==> config.mk <==
export PLATFORM = sky130hd
export DESIGN_NAME = rect_fill_engine
export DESIGN_NICKNAME = d
export VERILOG_FILES = /design/src/rtl/rect_fill_engine_pkg.sv /design/src/rtl/rect_fill_engine_clip.sv /design/src/rtl/rect_fill_engine.sv
export SDC_FILE = /design/constraint.sdc
export NUM_CORES = 1
export LEC_CHECK = 0
export BUFFER_PORTS_ARGS = -buffer_cell sky130_fd_sc_hd__buf_2
export CORE_MARGIN = 2
export CORE_UTILIZATION = 45
export DETAILED_ROUTE_END_ITERATION = 8
export PLACE_DENSITY = 0.7
export SLEW_MARGIN = 15
export SYNTH_ARGS = -nofsm -noshare
export SYNTH_HDL_FRONTEND = slang
export SYNTH_SLANG_ARGS = --single-unit
export TNS_END_PERCENT = 50
==> constraint.sdc <==
create_clock -name clk -period 7.6 [get_ports clk]
set_input_delay 1.52 -clock clk [delete_from_list [all_inputs] [get_ports clk]]
set_output_delay 1.52 -clock clk [all_outputs]
set_load 0.01 [all_outputs]
==> src/rtl/rect_fill_engine_pkg.sv <==
// Shared definitions for the rectangle fill engine: framebuffer geometry
// defaults, arbiter op encoding, FSM states and the latched command record.
package rect_fill_engine_pkg;

  localparam int FB_WIDTH_DEF  = 320;
  localparam int FB_HEIGHT_DEF = 240;

  localparam logic ARB_OP_READ  = 1'b0;
  localparam logic ARB_OP_WRITE = 1'b1;

  typedef enum logic [1:0] {
    ST_IDLE,
    ST_SETUP,
    ST_WRITE,
    ST_DONE
  } state_e;

  typedef struct packed {
    logic [9:0]  x;
    logic [8:0]  y;
    logic [9:0]  w;
    logic [8:0]  h;
    logic [11:0] color;
  } cmd_t;

  // One RGB444 pixel occupies the low 12 bits of a framebuffer word.
  function automatic logic [31:0] rgb444_word(input logic [11:0] c);
    return {20'b0, c};
  endfunction

endpackage

==> src/rtl/rect_fill_engine_clip.sv <==
// rect_clip: combinational clipping of a fill rectangle against the
// framebuffer. x_end/y_end are exclusive bounds clamped to the framebuffer;
// empty flags a rectangle with no visible pixel; oob flags any overhang.
module rect_clip
  import rect_fill_engine_pkg::*;
#(
  parameter int FB_WIDTH  = FB_WIDTH_DEF,
  parameter int FB_HEIGHT = FB_HEIGHT_DEF
) (
  input  logic [9:0]  x,
  input  logic [8:0]  y,
  input  logic [9:0]  w,
  input  logic [8:0]  h,
  output logic [10:0] x_end,
  output logic [10:0] y_end,
  output logic        empty,
  output logic        oob
);

  localparam logic [10:0] FBW = 11'(FB_WIDTH);
  localparam logic [10:0] FBH = 11'(FB_HEIGHT);

  logic [10:0] x_sum;
  logic [10:0] y_sum;

  // Sum in 11 bits so x+w and y+h never wrap, then clamp to the framebuffer.
  always_comb begin
    x_sum = {1'b0, x} + {1'b0, w};
    y_sum = {2'b0, y} + {2'b0, h};
    x_end = (x_sum > FBW) ? FBW : x_sum;
    y_end = (y_sum > FBH) ? FBH : y_sum;
    empty = (w == 10'd0) || (h == 9'd0) || ({1'b0, x} >= FBW) || ({2'b0, y} >= FBH);
    oob   = (x_sum > FBW) || (y_sum > FBH);
  end

endmodule

==> src/rtl/rect_fill_engine.sv <==
// rect_fill_engine: accepts one fill command, clips it, then issues one word
// write per pixel on the arbiter's rectangle-fill port.
// Build option: define RECT_FILL_CLIP_EN to clip overhanging rectangles;
// without it, any overhanging (non-empty) command is rejected with an err pulse.
module rect_fill_engine
  import rect_fill_engine_pkg::*;
#(
  parameter int          FB_WIDTH  = FB_WIDTH_DEF,
  parameter int          FB_HEIGHT = FB_HEIGHT_DEF,
  parameter logic [16:0] FB_BASE   = 17'h00000
) (
  input  logic        clk,
  input  logic        rst_,
  input  logic        enable,
  input  logic [9:0]  cmd_x,
  input  logic [8:0]  cmd_y,
  input  logic [9:0]  cmd_w,
  input  logic [8:0]  cmd_h,
  input  logic [11:0] cmd_color,
  input  logic        cmd_rts,
  output logic        cmd_rtr,
  output logic [16:0] fill_addr,
  output logic [31:0] fill_wrdata,
  output logic        fill_op,
  output logic        fill_rts,
  input  logic        fill_rtr,
  output logic        busy,
  output logic        done,
  output logic        err
);

`ifdef RECT_FILL_CLIP_EN
  localparam logic REJECT_OOB = 1'b0;
`else
  localparam logic REJECT_OOB = 1'b1;
`endif

  localparam logic [16:0] ROW_STRIDE = 17'(FB_WIDTH);

  state_e      state_q, state_d;
  cmd_t        cmd_q, cmd_d;
  logic [10:0] x_end_q, x_end_d, y_end_q, y_end_d;
  logic [10:0] col_q, col_d, row_q, row_d;
  logic [16:0] row_base_q, row_base_d;
  logic [16:0] fill_addr_q, fill_addr_d;
  logic [31:0] fill_wrdata_q, fill_wrdata_d;
  logic        fill_rts_q, fill_rts_d, fill_op_q, fill_op_d;
  logic        busy_q, busy_d, done_q, done_d, err_q, err_d;

  logic [10:0] clip_x_end, clip_y_end;
  logic        clip_empty, clip_oob;
  logic [16:0] setup_base;
  logic        xfc, last_col, last_row;

  rect_clip #(.FB_WIDTH(FB_WIDTH), .FB_HEIGHT(FB_HEIGHT)) u_clip (
    .x     (cmd_q.x),
    .y     (cmd_q.y),
    .w     (cmd_q.w),
    .h     (cmd_q.h),
    .x_end (clip_x_end),
    .y_end (clip_y_end),
    .empty (clip_empty),
    .oob   (clip_oob)
  );

  assign cmd_rtr     = (state_q == ST_IDLE) && enable;
  assign fill_addr   = fill_addr_q;
  assign fill_wrdata = fill_wrdata_q;
  assign fill_op     = fill_op_q;
  assign fill_rts    = fill_rts_q;
  assign busy        = busy_q;
  assign done        = done_q;
  assign err         = err_q;

  // Handshake decode, pixel position flags and the first-row base address.
  always_comb begin
    xfc        = fill_rts_q && fill_rtr;
    last_col   = (col_q == x_end_q - 11'd1);
    last_row   = (row_q == y_end_q - 11'd1);
    setup_base = FB_BASE + 17'(cmd_q.y) * ROW_STRIDE;
  end

  // Next-state: command latch, clip decision, raster walk and status pulses.
  always_comb begin
    state_d       = state_q;
    cmd_d         = cmd_q;
    x_end_d       = x_end_q;
    y_end_d       = y_end_q;
    col_d         = col_q;
    row_d         = row_q;
    row_base_d    = row_base_q;
    fill_addr_d   = fill_addr_q;
    fill_wrdata_d = fill_wrdata_q;
    fill_rts_d    = fill_rts_q;
    fill_op_d     = fill_op_q;
    done_d        = 1'b0;
    err_d         = 1'b0;
    case (state_q)
      ST_IDLE: begin
        if (cmd_rts && cmd_rtr) begin
          cmd_d   = '{x: cmd_x, y: cmd_y, w: cmd_w, h: cmd_h, color: cmd_color};
          state_d = ST_SETUP;
        end
      end
      ST_SETUP: begin
        x_end_d = clip_x_end;
        y_end_d = clip_y_end;
        // Empty wins over overhang: an empty command always completes with done.
        if (clip_empty) begin
          state_d = ST_DONE;
          done_d  = 1'b1;
        end else if (REJECT_OOB && clip_oob) begin
          state_d = ST_IDLE;
          err_d   = 1'b1;
        end else begin
          state_d       = ST_WRITE;
          row_base_d    = setup_base;
          col_d         = {1'b0, cmd_q.x};
          row_d         = {2'b0, cmd_q.y};
          fill_addr_d   = setup_base + 17'(cmd_q.x);
          fill_wrdata_d = rgb444_word(cmd_q.color);
          fill_rts_d    = 1'b1;
          fill_op_d     = ARB_OP_WRITE;
        end
      end
      ST_WRITE: begin
        // Request fields only move on a transfer, so stalls hold them stable.
        if (xfc) begin
          if (last_col && last_row) begin
            state_d    = ST_DONE;
            fill_rts_d = 1'b0;
            fill_op_d  = ARB_OP_READ;
            done_d     = 1'b1;
          end else if (last_col) begin
            col_d       = {1'b0, cmd_q.x};
            row_d       = row_q + 11'd1;
            row_base_d  = row_base_q + ROW_STRIDE;
            fill_addr_d = row_base_q + ROW_STRIDE + 17'(cmd_q.x);
          end else begin
            col_d       = col_q + 11'd1;
            fill_addr_d = fill_addr_q + 17'd1;
          end
        end
      end
      ST_DONE: state_d = ST_IDLE;
      default: state_d = ST_IDLE;
    endcase
    busy_d = (state_d != ST_IDLE);
  end

  // State and registered outputs; reset abandons any outstanding request.
  always_ff @(posedge clk) begin
    if (!rst_) begin
      state_q       <= ST_IDLE;
      cmd_q         <= '0;
      x_end_q       <= '0;
      y_end_q       <= '0;
      col_q         <= '0;
      row_q         <= '0;
      row_base_q    <= '0;
      fill_addr_q   <= '0;
      fill_wrdata_q <= '0;
      fill_rts_q    <= 1'b0;
      fill_op_q     <= 1'b0;
      busy_q        <= 1'b0;
      done_q        <= 1'b0;
      err_q         <= 1'b0;
    end else begin
      state_q       <= state_d;
      cmd_q         <= cmd_d;
      x_end_q       <= x_end_d;
      y_end_q       <= y_end_d;
      col_q         <= col_d;
      row_q         <= row_d;
      row_base_q    <= row_base_d;
      fill_addr_q   <= fill_addr_d;
      fill_wrdata_q <= fill_wrdata_d;
      fill_rts_q    <= fill_rts_d;
      fill_op_q     <= fill_op_d;
      busy_q        <= busy_d;
      done_q        <= done_d;
      err_q         <= err_d;
    end
  end

endmodule

* Yosys cells after proc, flatten, opt, wreduce, memory -nomap -nowiden *
Index checks and enable logic that the tools add are counted.

storage, ports and cells
  bits in registers = 146
  logic and storage cells = 108

cells by class
  equal/unequal tests = 11
  mux-type cells = 42
  bitwise logic cells = 4
  magnitude comparators = 4
  reduce and logical (&&, ||, !) cells = 19
  $add $sub $neg = 10
  $mul = 1

operators by type and width
  cell                                                                count
  two-way mux 17 bit                                                  10
  two-way mux 11 bit                                                  12
  case mux 17 bit (2 select lines)                                    2
  case mux 11 bit (2 select lines)                                    2
  adder 17 x 10 -> 17 bit                                             2
  adder 11 x 1 -> 11 bit, second input constant                       2
  equality test 11 bit                                                2
  subtractor 11 x 1 -> 11 bit, second input constant                  2
  adder 17 x 1 -> 17 bit, second input constant                       1
  adder 17 x 9 -> 17 bit, second input constant                       1
  != test 2 bit, second input constant                                6
  adder 10 x 10 -> 11 bit                                             1
  > comparator 11 x 8 -> 1 bit, second input constant                 1
  > comparator 11 x 9 -> 1 bit, second input constant                 1
  multiplier 9 x 3 -> 11 bit, second input constant                   1
  adder 9 x 9 -> 10 bit                                               1
  greater-or-equal comparator 10 x 9 -> 1 bit, second input constant  1
  logical NOT 10 bit                                                  1
  two-way mux 2 bit                                                   5
  AND reduction 5 bit                                                 2
  greater-or-equal comparator 9 x 8 -> 1 bit, second input constant   1
  logical NOT 9 bit                                                   1
  two-way mux 1 bit                                                   8
  case mux 2 bit (4 select lines)                                     1
  12 further kinds                                                    24

* Logic depth before layout (Yosys ltp) *
Gate-level depths: netlist of the first run.

  depth after elaboration = 7
  depth in mapped cells = 14
  mapped depth without buffers = 13

* Modules after synthesis *
From an unflattened synthesis of the first run, not the netlist that was laid out.

second synthesis, totals
  cells, all modules = 1194
  area, all modules = 9450.3 µm²

modules (own cells, without submodules)
  module            cells each  area each (µm²)  instances
  rect_fill_engine  1041        8346.8           1
  rect_clip         153         1103.6           1

* Least setup slack after synthesis of the first run *
Ideal clock, no wire load.

  path type = flip-flop to flip-flop
  start = reg cmd_q[31] (netlist name)
  end = reg row_q[5]
  library setup time = 0.130 ns
  data required time = 7.470 ns
  period minus slack after synthesis = 3.387 ns
  buffers on the path = 2
  stages on the path, launching flop included = 14
  slack = 4.213 ns
  arrival = 3.258 ns
  cell sequence = dfxtp_1 -> ha_1 -> fa_1 -> a211oi_1 -> o21ai_0 -> a21oi_1 -> o21bai_1 -> a211oi_1 -> o211ai_1 -> a211oi_2 -> buf_6 -> buf_6 -> mux2i_1 -> o22ai_1

between the ends
  longest elaborated chain between the ends = 5

ends and longest elaborated chain
  element                                   RTL line                     text
  start: declaration                        rect_fill_engine.sv:41       cmd_t cmd_q, cmd_d;
  start signal: assignment                  rect_fill_engine.sv:170      cmd_q <= cmd_d;
  adder 9 x 9 -> 10 bit                     rect_fill_engine_clip.sv:29  y_sum = {2'b0, y} + {2'b0, h};
  > comparator 11 x 8 -> 1 bit              rect_fill_engine_clip.sv:33  oob = (x_sum > FBW) || (y_sum > FBH);
  logical OR 1 bit                          rect_fill_engine_clip.sv:33
  != test 2 bit (no source line)            -
  AND reduction 6 bit (no source line) (*)  -
  end signal: assignment                    rect_fill_engine.sv:174      row_q <= row_d;
  end: declaration                          rect_fill_engine.sv:43       logic [10:0] col_q, col_d, row_q, row_d;

Every way passes the cells marked *; elsewhere a longest branch is shown, timed or not.
A chain may end at the register's enable or synchronous reset.

* Worst setup path after layout of the first run *
  start = reg cmd_q[31] (netlist name)
  end = reg col_q[10]

between the ends
  longest elaborated chain between the ends = 5

ends and longest elaborated chain
  element                                   RTL line                     text
  adder 9 x 9 -> 10 bit                     rect_fill_engine_clip.sv:29
  > comparator 11 x 8 -> 1 bit              rect_fill_engine_clip.sv:33
  logical OR 1 bit                          rect_fill_engine_clip.sv:33
  != test 2 bit (no source line)            -
  AND reduction 5 bit (no source line) (*)  -
  end signal: assignment                    rect_fill_engine.sv:173      col_q <= col_d;
  end: declaration                          rect_fill_engine.sv:43

Marked as above.

==> results.json, run 1 <==
{
  "cts.path.max_buffers": 2,
  "seq_area_um2": 2783,
  "gp_congestion": 0.8744,
  "ys_ff_latch": 139,
  "rsz0062_at_grt": "false",
  "drtIter0Drc": 518,
  "hpwlAfterDp_um": 16120,
  "ys_warn_count": 0,
  "start_kind": "flop",
  "multi_input_area_um2": 5744,
  "drv_slew": 0,
  "powerDensity_nw_per_um2": 281.6,
  "reg2regPathDepth": 11,
  "r2r-end": "col_q[10]",
  "final_common_cell": "nand2_1",
  "r2r_slack_ns": 2.80,
  "cts_made_buffers": 17,
  "synth-edff-count": 0,
  "drive_above_1_share_pct": 13.66,
  "clock_skew_ns": 0.01021,
  "io-pin-count": 110,
  "cts_hold_buffers": 0,
  "r2r-start": "cmd_q[31]",
  "ant_nets": 0,
  "grtUsageTotal_pct": 21.75,
  "final.period_utilization_pct": 63.18,
  "async_reset_ff_share_pct": 0,
  "crit_type": "reg -> reg",
  "maxCapViolCount": 0,
  "synth_area_um2": 8965,
  "synthCells": 1128,
  "grt_max_degree": 58,
  "power_mw": 2.827,
  "diodes": 0,
  "n_fill_cell": 1905,
  "worstHoldEndpoint": "cmd_q[0]",
  "antenna_found_initial": 0,
  "overflow": 0,
  "yosys.area_share.adder_pct": 7.872,
  "synth_simple_gate_area_share_pct": 23.67,
  "synth-xor-area-share_pct": 6.839,
  "synth_top_area_cell": "dfxtp_1",
  "ys_seq_area_share_pct": 31.04,
  "fin_hold_ws_ns": 0.4556,
  "synth_top_family_by_area": "simple AND/OR/NAND/NOR gates",
  "nNetsFinal": 1290,
  "rows": 51,
  "status": "finished clean",
  "timing.fmax_mhz": 208.3,
  "post-route-drc-count": 0,
  "synth_mux_area_share_pct": 3.057,
  "area_delta_synth_final_pct": 11.95,
  "coreArea_um2": 19530,
  "critical_path.max_stage_delay_ns": 0.90,
  "slowest_stage": "o2111a_1",
  "finalSetupViolCount": 0,
  "tns_ns": 0,
  "chipHeight_um": 145.1,
  "vias": 8161,
  "routed_wl_um": 22910,
  "synth.avg_cell_area_um2": 7.948,
  "synthTopCellsByArea": "dfxtp_1 (31%), ha_1 (7.0%), nand2_1 (6.7%), a21oi_1 (5.1%), nor2_1 (4.4%)",
  "drtPass1Iterations": 5,
  "critPathCaptureType": "flop",
  "grt_pass1_wl_um": 37920,
  "report.final.hold_viol_count": 0,
  "initial_utilization_pct": 45.91,
  "cts_resized": 0,
  "worst_pin_slew_ns": 1.120,
  "min_from": "cmd_q[0]",
  "ys.flop_type": "dfxtp_1",
  "grt_pass1_vias": 7538,
  "dp_slack_ns": 2.849,
  "fp.dieW_um": 145.1,
  "arrival_ns": 5.15,
  "synth_compound_area_share_pct": 21.58,
  "min_period_ns": 4.801,
  "cts_setup_buffers": 0,
  "peakVddDrop_mv": 0.2117,
  "required_ns": 7.95,
  "final_cell_mix": "nand2_1 (160), dfxtp_1 (139), nor2_1 (104)",
  "ctsRootBufferMaster": "clkbuf_16",
  "synth_top_area_share_pct": 31.04,
  "die-area_um2": 21070,
  "io_buffers": 89,
  "crit_path_max_fanout": 53,
  "leakage_nw": 4.039,
  "hold_class": "reg -> reg",
  "htree_levels": 4,
  "clk-insertion-delay-late_ns": 0.42,
  "drt-wirelength-per-cell_um": 15.72,
  "path_cells": "ha_1 > fa_1 > a211oi_1 > o21ai_0 > a21oi_1 > o21bai_1 > a211oi_1 > o2111a_1 > o21bai_4 > or4b_1 > a21oi_1",
  "setup_ws_ns": 2.799,
  "path_clk_slew_ns": 0.06,
  "yosys.cell_types.count": 84,
  "via_per_inst": 5.597,
  "clock_sinks": 139,
  "holdPathStages": 2,
  "cts_tree": "yes",
  "slew_headroom_pct": 25.16
}
-- worst max path at each step --
| stage | startpoint | end | slack [ns] | depth (start not counted) |
|---|---|---|---|---|
| after floorplan | cmd_q[31] | row_q[5] | 4.21 | 13 |
| after global placement | cmd_q[31] | col_q[10] | 2.96 | 11 |
| after detailed placement | cmd_q[31] | col_q[10] | 2.85 | 11 |
| after CTS | cmd_q[31] | col_q[10] | 2.84 | 11 |
| after global routing | cmd_q[31] | col_q[10] | 2.45 | 11 |
| final | cmd_q[31] | col_q[10] | 2.80 | 11 |
-- sequential cells by signal, indices dropped and copies added, names as in the netlist, 2 cells and up --
signal	cells
cmd_q	50
y_end_q	10
col_q	11
fill_addr	17
state_q	2
fill_wrdata	12
row_q	11
x_end_q	11
row_base_q	11
-- metal layers --
layer | vias up | part of all wire [%] | wire, µm | track usage (%)
li1 | 4098 | - | - | -
met1 | 3771 | 47 | 10780 | 29.82
met2 | 250 | 44 | 10040 | 33.67
met3 | 42 | 7.0 | 1613 | 5.314
met4 | 0 | 2.1 | 482 | 7.010
met5 | - | 0 | 0 | 0
-- cell usage after synthesis (19+ instances only) --
| master | instances |
|---|---|
| inv_1 | 22 |
| clkbuf_1 | 46 |
| nand2_1 | 160 |
| mux2i_1 | 24 |
| and3_1 | 24 |
| xnor2_1 | 43 |
| o21ai_0 | 60 |
| xor2_1 | 27 |
| nand3_1 | 40 |
| dfxtp_1 | 139 |
| a21oi_1 | 91 |
| buf_4 | 24 |
| nor2_1 | 104 |
| ha_1 | 50 |
| o31ai_1 | 19 |
-- critical path: cells and delay by family (launching register included) --
family | cells | cell delay, ns
flops | 1 | 0.36
compound gates | 8 | 3.13
fa+ha+maj | 2 | 0.63
simple gates | 1 | 0.60
-- kinds of logic after synthesis --
family                   count (synthesis)
AND/OR/NAND/NOR                        436
AO/OA/AOI/OAI                          295
flip-flops                             139
buffers and inverters                  106
XOR/XNOR                                70
adder cells (fa/ha/maj)                 54
multiplexers                            27
other                                    1
-- through the flow --
stage / instances / utilization, % / instance area [µm²]
floorplan: 1147 / - / 9036
CTS: 1458 / 51.40 / 10040
finish: 1458 / 51.40 / 10040
global route: 1458 / 51.40 / 10040
detailed placement: 1427 / 48.44 / 9459
global placement: 1427 / 48.44 / 9459
-- cell type report --
cell class | instances | share of cell area (%)
clock buffers | 21 | 4.688
clock inverters | 10 | 1.060
inverters | 23 | 0.8727
multi-input cells | 902 | 57.24
flip-flops and latches | 139 | 27.73
well taps | 265 | 3.304
repair buffers | 98 | 5.112
-- where the power goes --
| part | switching, mW | internal, mW |
|---|---|---|
| clock | 0.342 | 0.481 |
| combinational | 0.669 | 0.399 |
| sequential | 0.115 | 0.821 |
| total | 1.13 | 1.70 |
No activity file was read; power rests on OpenSTA's default activity.
==> run 2: changes to the inputs <==
Settings changed: PLACE_DENSITY 0.7 to 0.73.
Clock period 7.6 ns to 4.1 ns, I/O delays scaled along.
==> run 2 against run 1 <==
Compared with the run above:
- global-route usage down 0.60 points
- die area unchanged
- clock skew down 0.0038 ns
- worst hold slack about the same
- first-iteration DRC count down 1.7%
- fmax up 28%
- combinational power up 87%
- sequential share of layout area down 0.25 points
- clock power up 86%
- non-clock buffer count up 10
- critical path type unchanged
- largest power group unchanged
==> results.json, run 2 (same netlist as run 1, synthesis figures left out) <==
{
  "grtUsageMet3_pct": 4.528,
  "worstHoldEndpoint": "cmd_q[1]",
  "peakVddDrop_mv": 0.4593,
  "clock_skew_ns": 0.006408,
  "grtUsageTotal_pct": 21.15,
  "htree_levels": 4,
  "cp_num_buf_inv": 1,
  "cts_hold_buffers": 0,
  "reg2regPathDepth": 12,
  "grt_pass1_wl_um": 37090,
  "crit_cells": 12,
  "drtIter0Drc": 509,
  "io-pin-count": 110,
  "die-area_um2": 21070,
  "min_period_ns": 3.754,
  "place_area_um2": 9547,
  "status": "finished clean",
  "coreArea_um2": 19530,
  "final.period_utilization_pct": 91.57,
  "initial_utilization_pct": 45.91,
  "cts_made_buffers": 17,
  "dp_slack_ns": 0.4658,
  "vias": 8151,
  "grt_max_degree": 52,
  "setup_ws_ns": 0.3458,
  "maxCapViolCount": 0,
  "min_from": "cmd_q[1]",
  "powerDensity_nw_per_um2": 518.8,
  "hold_class": "reg -> reg",
  "area_delta_synth_final_pct": 12.95,
  "drv_slew": 0,
  "cts_setup_buffers": 0,
  "critPathCaptureType": "flop",
  "nNetsFinal": 1300,
  "gp_congestion": 0.8345,
  "path_cells": "ha_1 > fa_1 > a211oi_1 > o21ai_0 > a211oi_1 > o211ai_1 > o311a_1 > o211ai_1 > a211oi_4 > buf_12 > and3_1 > o31a_1",
  "overflow": 0,
  "clk-insertion-delay-late_ns": 0.43,
  "registers.top_by_ff_count": "cmd_q",
  "cpLargestDelayFamily": "compound AO/OA/AOI/OAI gates",
  "grt_pass1_vias": 7546,
  "r2r_slack_ns": 0.35,
  "routed_wl_um": 22200,
  "slew_headroom_pct": 39.45,
  "chipHeight_um": 145.1,
  "io_buffers": 89,
  "rows": 51,
  "crit_path_max_fanout": 38,
  "largest_reg_flops": 50,
  "drtPass1Iterations": 6,
  "crit_type": "reg -> reg",
  "required_ns": 4.42,
  "ant_nets": 0,
  "cts.path.max_buffers": 2,
  "report.final.hold_viol_count": 0,
  "busiest_layer": "met2",
  "diodes": 0,
  "final_cell_mix": "nand2_1 (160), dfxtp_1 (139), nor2_1 (104)",
  "grtUsageMet1_pct": 28.72,
  "antenna_found_initial": 0,
  "slowest_stage": "fa_1",
  "critical_path.max_stage_delay_ns": 0.40,
  "leakage_nw": 4.099,
  "drt-wirelength-per-cell_um": 15.11,
  "tns_ns": 0,
  "crit_start": "cmd_q[31]",
  "cts_tree": "yes",
  "worst_pin_slew_ns": 0.9083,
  "post-route-drc-count": 0,
  "path_clk_slew_ns": 0.06,
  "hpwlAfterDp_um": 16030,
  "grt_use_met2_pct": 34.10,
  "final_common_cell": "nand2_1",
  "drive_above_1_share_pct": 14.53,
  "fin_area_um2": 10130,
  "arrival_ns": 4.07,
  "clock_sinks": 139,
  "cts_resized": 0,
  "finalSetupViolCount": 0,
  "ctsRootBufferMaster": "clkbuf_16",
  "rsz0062_at_grt": "false",
  "timing.fmax_mhz": 266.4,
  "holdPathStages": 2,
  "r2r-end": "row_q[0]",
  "start_kind": "flop",
  "via_per_inst": 5.549,
  "final_cells": 1469,
  "fp.dieW_um": 145.1,
  "placed_cells": 1437,
  "r2r-start": "cmd_q[31]"
}
-- run 2: worst max-delay path by stage --
stage / end / slack, ns
global placement: row_q[0] / 0.58
global route: row_q[0] / 0.11
floorplan: row_q[5] / 0.71
CTS: row_q[0] / 0.40
detailed placement: row_q[0] / 0.47
finish: row_q[0] / 0.35
-- run 2: power breakdown --
part | switching, mW | leakage (nW) | internal [mW]
clock | 0.674 | 0.287 | 0.859
sequential | 0.202 | 1.13 | 1.52
combinational | 1.22 | 2.68 | 0.777
-- run 2: final cells by class --
class,count,area (µm²)
well taps,265,331.6
inverters,23,87.58
multi-input cells,902,5744
clock inverters,15,153.9
repair buffers,108,600.6
fillers,1871,9400
clock buffers,17,425.4
flip-flops and latches,139,2783
-- run 2: per-stage QoR --
stage | utilization (%) | hold WS (ns) | power, mW
floorplan | - | 0.4360 | 3.287
detailed placement | 48.89 | 0.4491 | 3.726
global placement | 48.89 | 0.4431 | 3.687
global route | 51.86 | 0.4704 | 5.589
CTS | 51.86 | 0.4580 | 5.268
finish | 51.86 | 0.4560 | 5.254
-- run 2: tightest hold or removal path: cells and delay by family (launching register included) --
family          cells  cell delay, ns
simple gates        1            0.05
compound gates      1            0.05
flops               1            0.31
-- run 2: metal layers --
layer	routed length [µm]	vias to the layer above
met5	0	-
met1	10490	3821
met3	1248	23
met2	10210	194
li1	-	4113
met4	247	0
==> run 3: changes to the inputs <==
Settings changed: SYNTH_HIERARCHICAL set to 1.
==> run 3 against run 2 <==
Compared with the run above:
- cell area grew 8.9%
- power rose by 17%
- area after synthesis is 5.4% higher
- first-iteration DRC count down 1.6%
- count of clock-buffer cells in the layout up 1
- combinational power grew 38%
- sequential cell count up 1
- routed wire length rose by 12%
- via count rose by 6.9%
- highest routed layer unchanged
==> results.json, run 3 <==
{
  "status": "finished clean",
  "cts_tree": "yes",
  "critical_path.max_stage_delay_ns": 0.55,
  "r2r_slack_ns": 0.12,
  "slowest_stage": "or4_1",
  "final_cell_mix": "nand2_1 (194), dfxtp_1 (138), buf_2 (88)",
  "registers.top_by_ff_count": "cmd_q",
  "htree_levels": 4,
  "largest_reg_flops": 50,
  "cts.path.max_buffers": 2,
  "path_cells": "ha_1 > fa_1 > a21oi_2 > o211ai_1 > a21o_1 > a31oi_1 > mux2i_2 > or4b_4 > o21a_1 > a21oi_4 > buf_4 > o21a_1 > o21ai_2 > or4_1 > nand3_1",
  "wl_met2_um": 11410,
  "yosysMostFrequentCell": "nand2_1",
  "min_period_ns": 3.983,
  "final.period_utilization_pct": 97.16,
  "placed_cells": 1534,
  "synthCells": 1194,
  "grt_max_degree": 80,
  "ctsRootBufferMaster": "clkbuf_16",
  "reg2regPathDepth": 15,
  "overflow": 0,
  "cts_made_buffers": 17,
  "drive_above_1_share_pct": 16.46,
  "synth_top_area_share_pct": 29.66,
  "clock_sinks": 140,
  "wl_met3_um": 1653,
  "crit_path_max_fanout": 4,
  "fin_hold_ws_ns": 0.4636,
  "synth.avg_cell_area_um2": 7.915,
  "vias": 8717,
  "via_per_inst": 5.535,
  "finalSetupViolCount": 0,
  "drt-wirelength-per-cell_um": 15.78,
  "coreArea_um2": 20820,
  "path_clk_slew_ns": 0.07,
  "required_ns": 4.47,
  "dp_slack_ns": -0.04446,
  "maxUsedRoutingLayer": "met4",
  "antenna_found_initial": 1,
  "peakVddDrop_mv": 0.4274,
  "place_area_um2": 10240,
  "maxCapViolCount": 0,
  "synth_common_cells": "nand2_1 (196), dfxtp_1 (140), a21oi_1 (64), nor2_1 (59), a21boi_0 (52)",
  "wl_met1_um": 11410,
  "grtUsageTotal_pct": 22.64,
  "synth-edff-count": 0,
  "synth_top_area_cell": "dfxtp_1",
  "drv_slew": 0,
  "n_fill_cell": 1952,
  "drtPass1Iterations": 6,
  "powerDensity_nw_per_um2": 554.8,
  "crit_top_cell": "o21a_1",
  "routed_wl_um": 24860,
  "synth_area_um2": 9450,
  "slew_headroom_pct": 44.59,
  "initial_utilization_pct": 45.39,
  "grt_pass1_vias": 8103,
  "post-route-drc-count": 0,
  "clock_skew_ns": 0.01176,
  "report.final.hold_viol_count": 0,
  "rows": 53,
  "cts_hold_buffers": 0,
  "setup_ws_ns": 0.1165,
  "arrival_ns": 4.36,
  "ant_nets": 0,
  "crit_type": "reg -> reg",
  "clk-insertion-delay-late_ns": 0.43,
  "final_common_cell": "nand2_1",
  "leakage_nw": 4.487,
  "fin_area_um2": 11030,
  "final_cells": 1575,
  "io-pin-count": 110,
  "io_buffers": 89,
  "ys_warn_count": 6,
  "timing.fmax_mhz": 251.0,
  "holdPathStages": 2,
  "critPathCaptureType": "flop",
  "grt_pass1_wl_um": 40670,
  "ys_ff_latch": 140,
  "drtIter0Drc": 501,
  "rsz0062_at_grt": "true",
  "synthTopCellsByArea": "dfxtp_1 (30%), nand2_1 (7.8%), ha_1 (6.6%), mux2i_1 (5.2%), xnor2_1 (4.2%)",
  "worst_pin_slew_ns": 0.8306,
  "diodes": 0,
  "fp.dieW_um": 148.9,
  "nNetsFinal": 1396,
  "yosys.cell_types.count": 75,
  "start_kind": "flop",
  "gp_congestion": 0.8739,
  "ys.flop_type": "dfxtp_1",
  "area_delta_synth_final_pct": 16.73,
  "ys_seq_area_share_pct": 29.66,
  "hold_class": "reg -> reg",
  "power_mw": 6.121,
  "chipHeight_um": 148.9,
  "die-area_um2": 22180,
  "hpwlAfterDp_um": 17880,
  "async_reset_ff_share_pct": 0
}
[run 3: cell families (layout without fill, tap and decap cells)]
group | Yosys count | count (layout) | synth area share (%)
compound gates | 301 | 301 | 21.41
xor+xnor | 68 | 68 | 6.302
fa+ha+maj | 54 | 54 | 7.467
buf+inv | 123 | 206 | 6.037
flops | 140 | 140 | 29.66
mux | 53 | 53 | 5.667
other cells | 2 | 25 | 0.07947
simple gates | 453 | 453 | 23.38
[run 3: final cells by class]
| class | count | area [µm²] | share of cell area [%] |
|---|---|---|---|
| multi-input combinational | 954 | 6256 | 56.71 |
| sequential | 140 | 2808 | 25.45 |
| timing repair buffer | 138 | 899.6 | 8.155 |
| clock buffer | 18 | 439.2 | 3.981 |
| tap | 275 | 344.1 | 3.119 |
| clock inverter | 14 | 150.1 | 1.361 |
| inverter | 36 | 135.1 | 1.225 |
[run 3: metrics by stage]
stage / util [%] / setup TNS (ns)
2_1_floorplan: - / 0
3_3_place_gp: 49.17 / 0
3_5_place_dp: 49.17 / -0.1102
4_1_cts: 52.02 / 0
5_1_grt: 52.98 / -0.6301
6_report: 52.98 / 0
[run 3: what timing repair did]
| item | CTS | global route |
|---|---|---|
| pin swaps | 0 | 4 |
| endpoints found under the setup margin | 7 | 42 |
| buffers inserted | 0 | 7 |
| resized for setup | 1 | 20 |
| cloned | 0 | 2 |
[run 3: worst paths after layout]
path	start	end
worst max-delay path	cmd_q[12]	fill_addr[13]
worst min-delay path	cmd_q[7]	cmd_q[7]
worst max register to register	cmd_q[12]	fill_addr[13]
worst min register to register	cmd_q[7]	cmd_q[7]
[run 3: per-layer routing]
metal | global-route usage [%] | vias up
met5 | 0 | -
li1 | - | 4361
met3 | 5.352 | 29
met4 | 6.429 | 0
met2 | 36.38 | 242
met1 | 30.41 | 4085
[run 3: worst max-delay path, delay by kind of cell (launching register included)]
kind | cells | cell delay [ns]
flip-flops | 1 | 0.33
adder cells (fa/ha/maj) | 2 | 0.64
multiplexers | 1 | 0.31
buffers and inverters | 1 | 0.14
AND/OR/NAND/NOR | 3 | 1.13
AO/OA/AOI/OAI | 8 | 1.38
[run 3: power by group]
part / internal, mW / switching (mW) / total, mW
registers: 1.56 / 0.231 / 1.79
clock network: 0.877 / 0.681 / 1.56
logic: 1.22 / 1.55 / 2.77
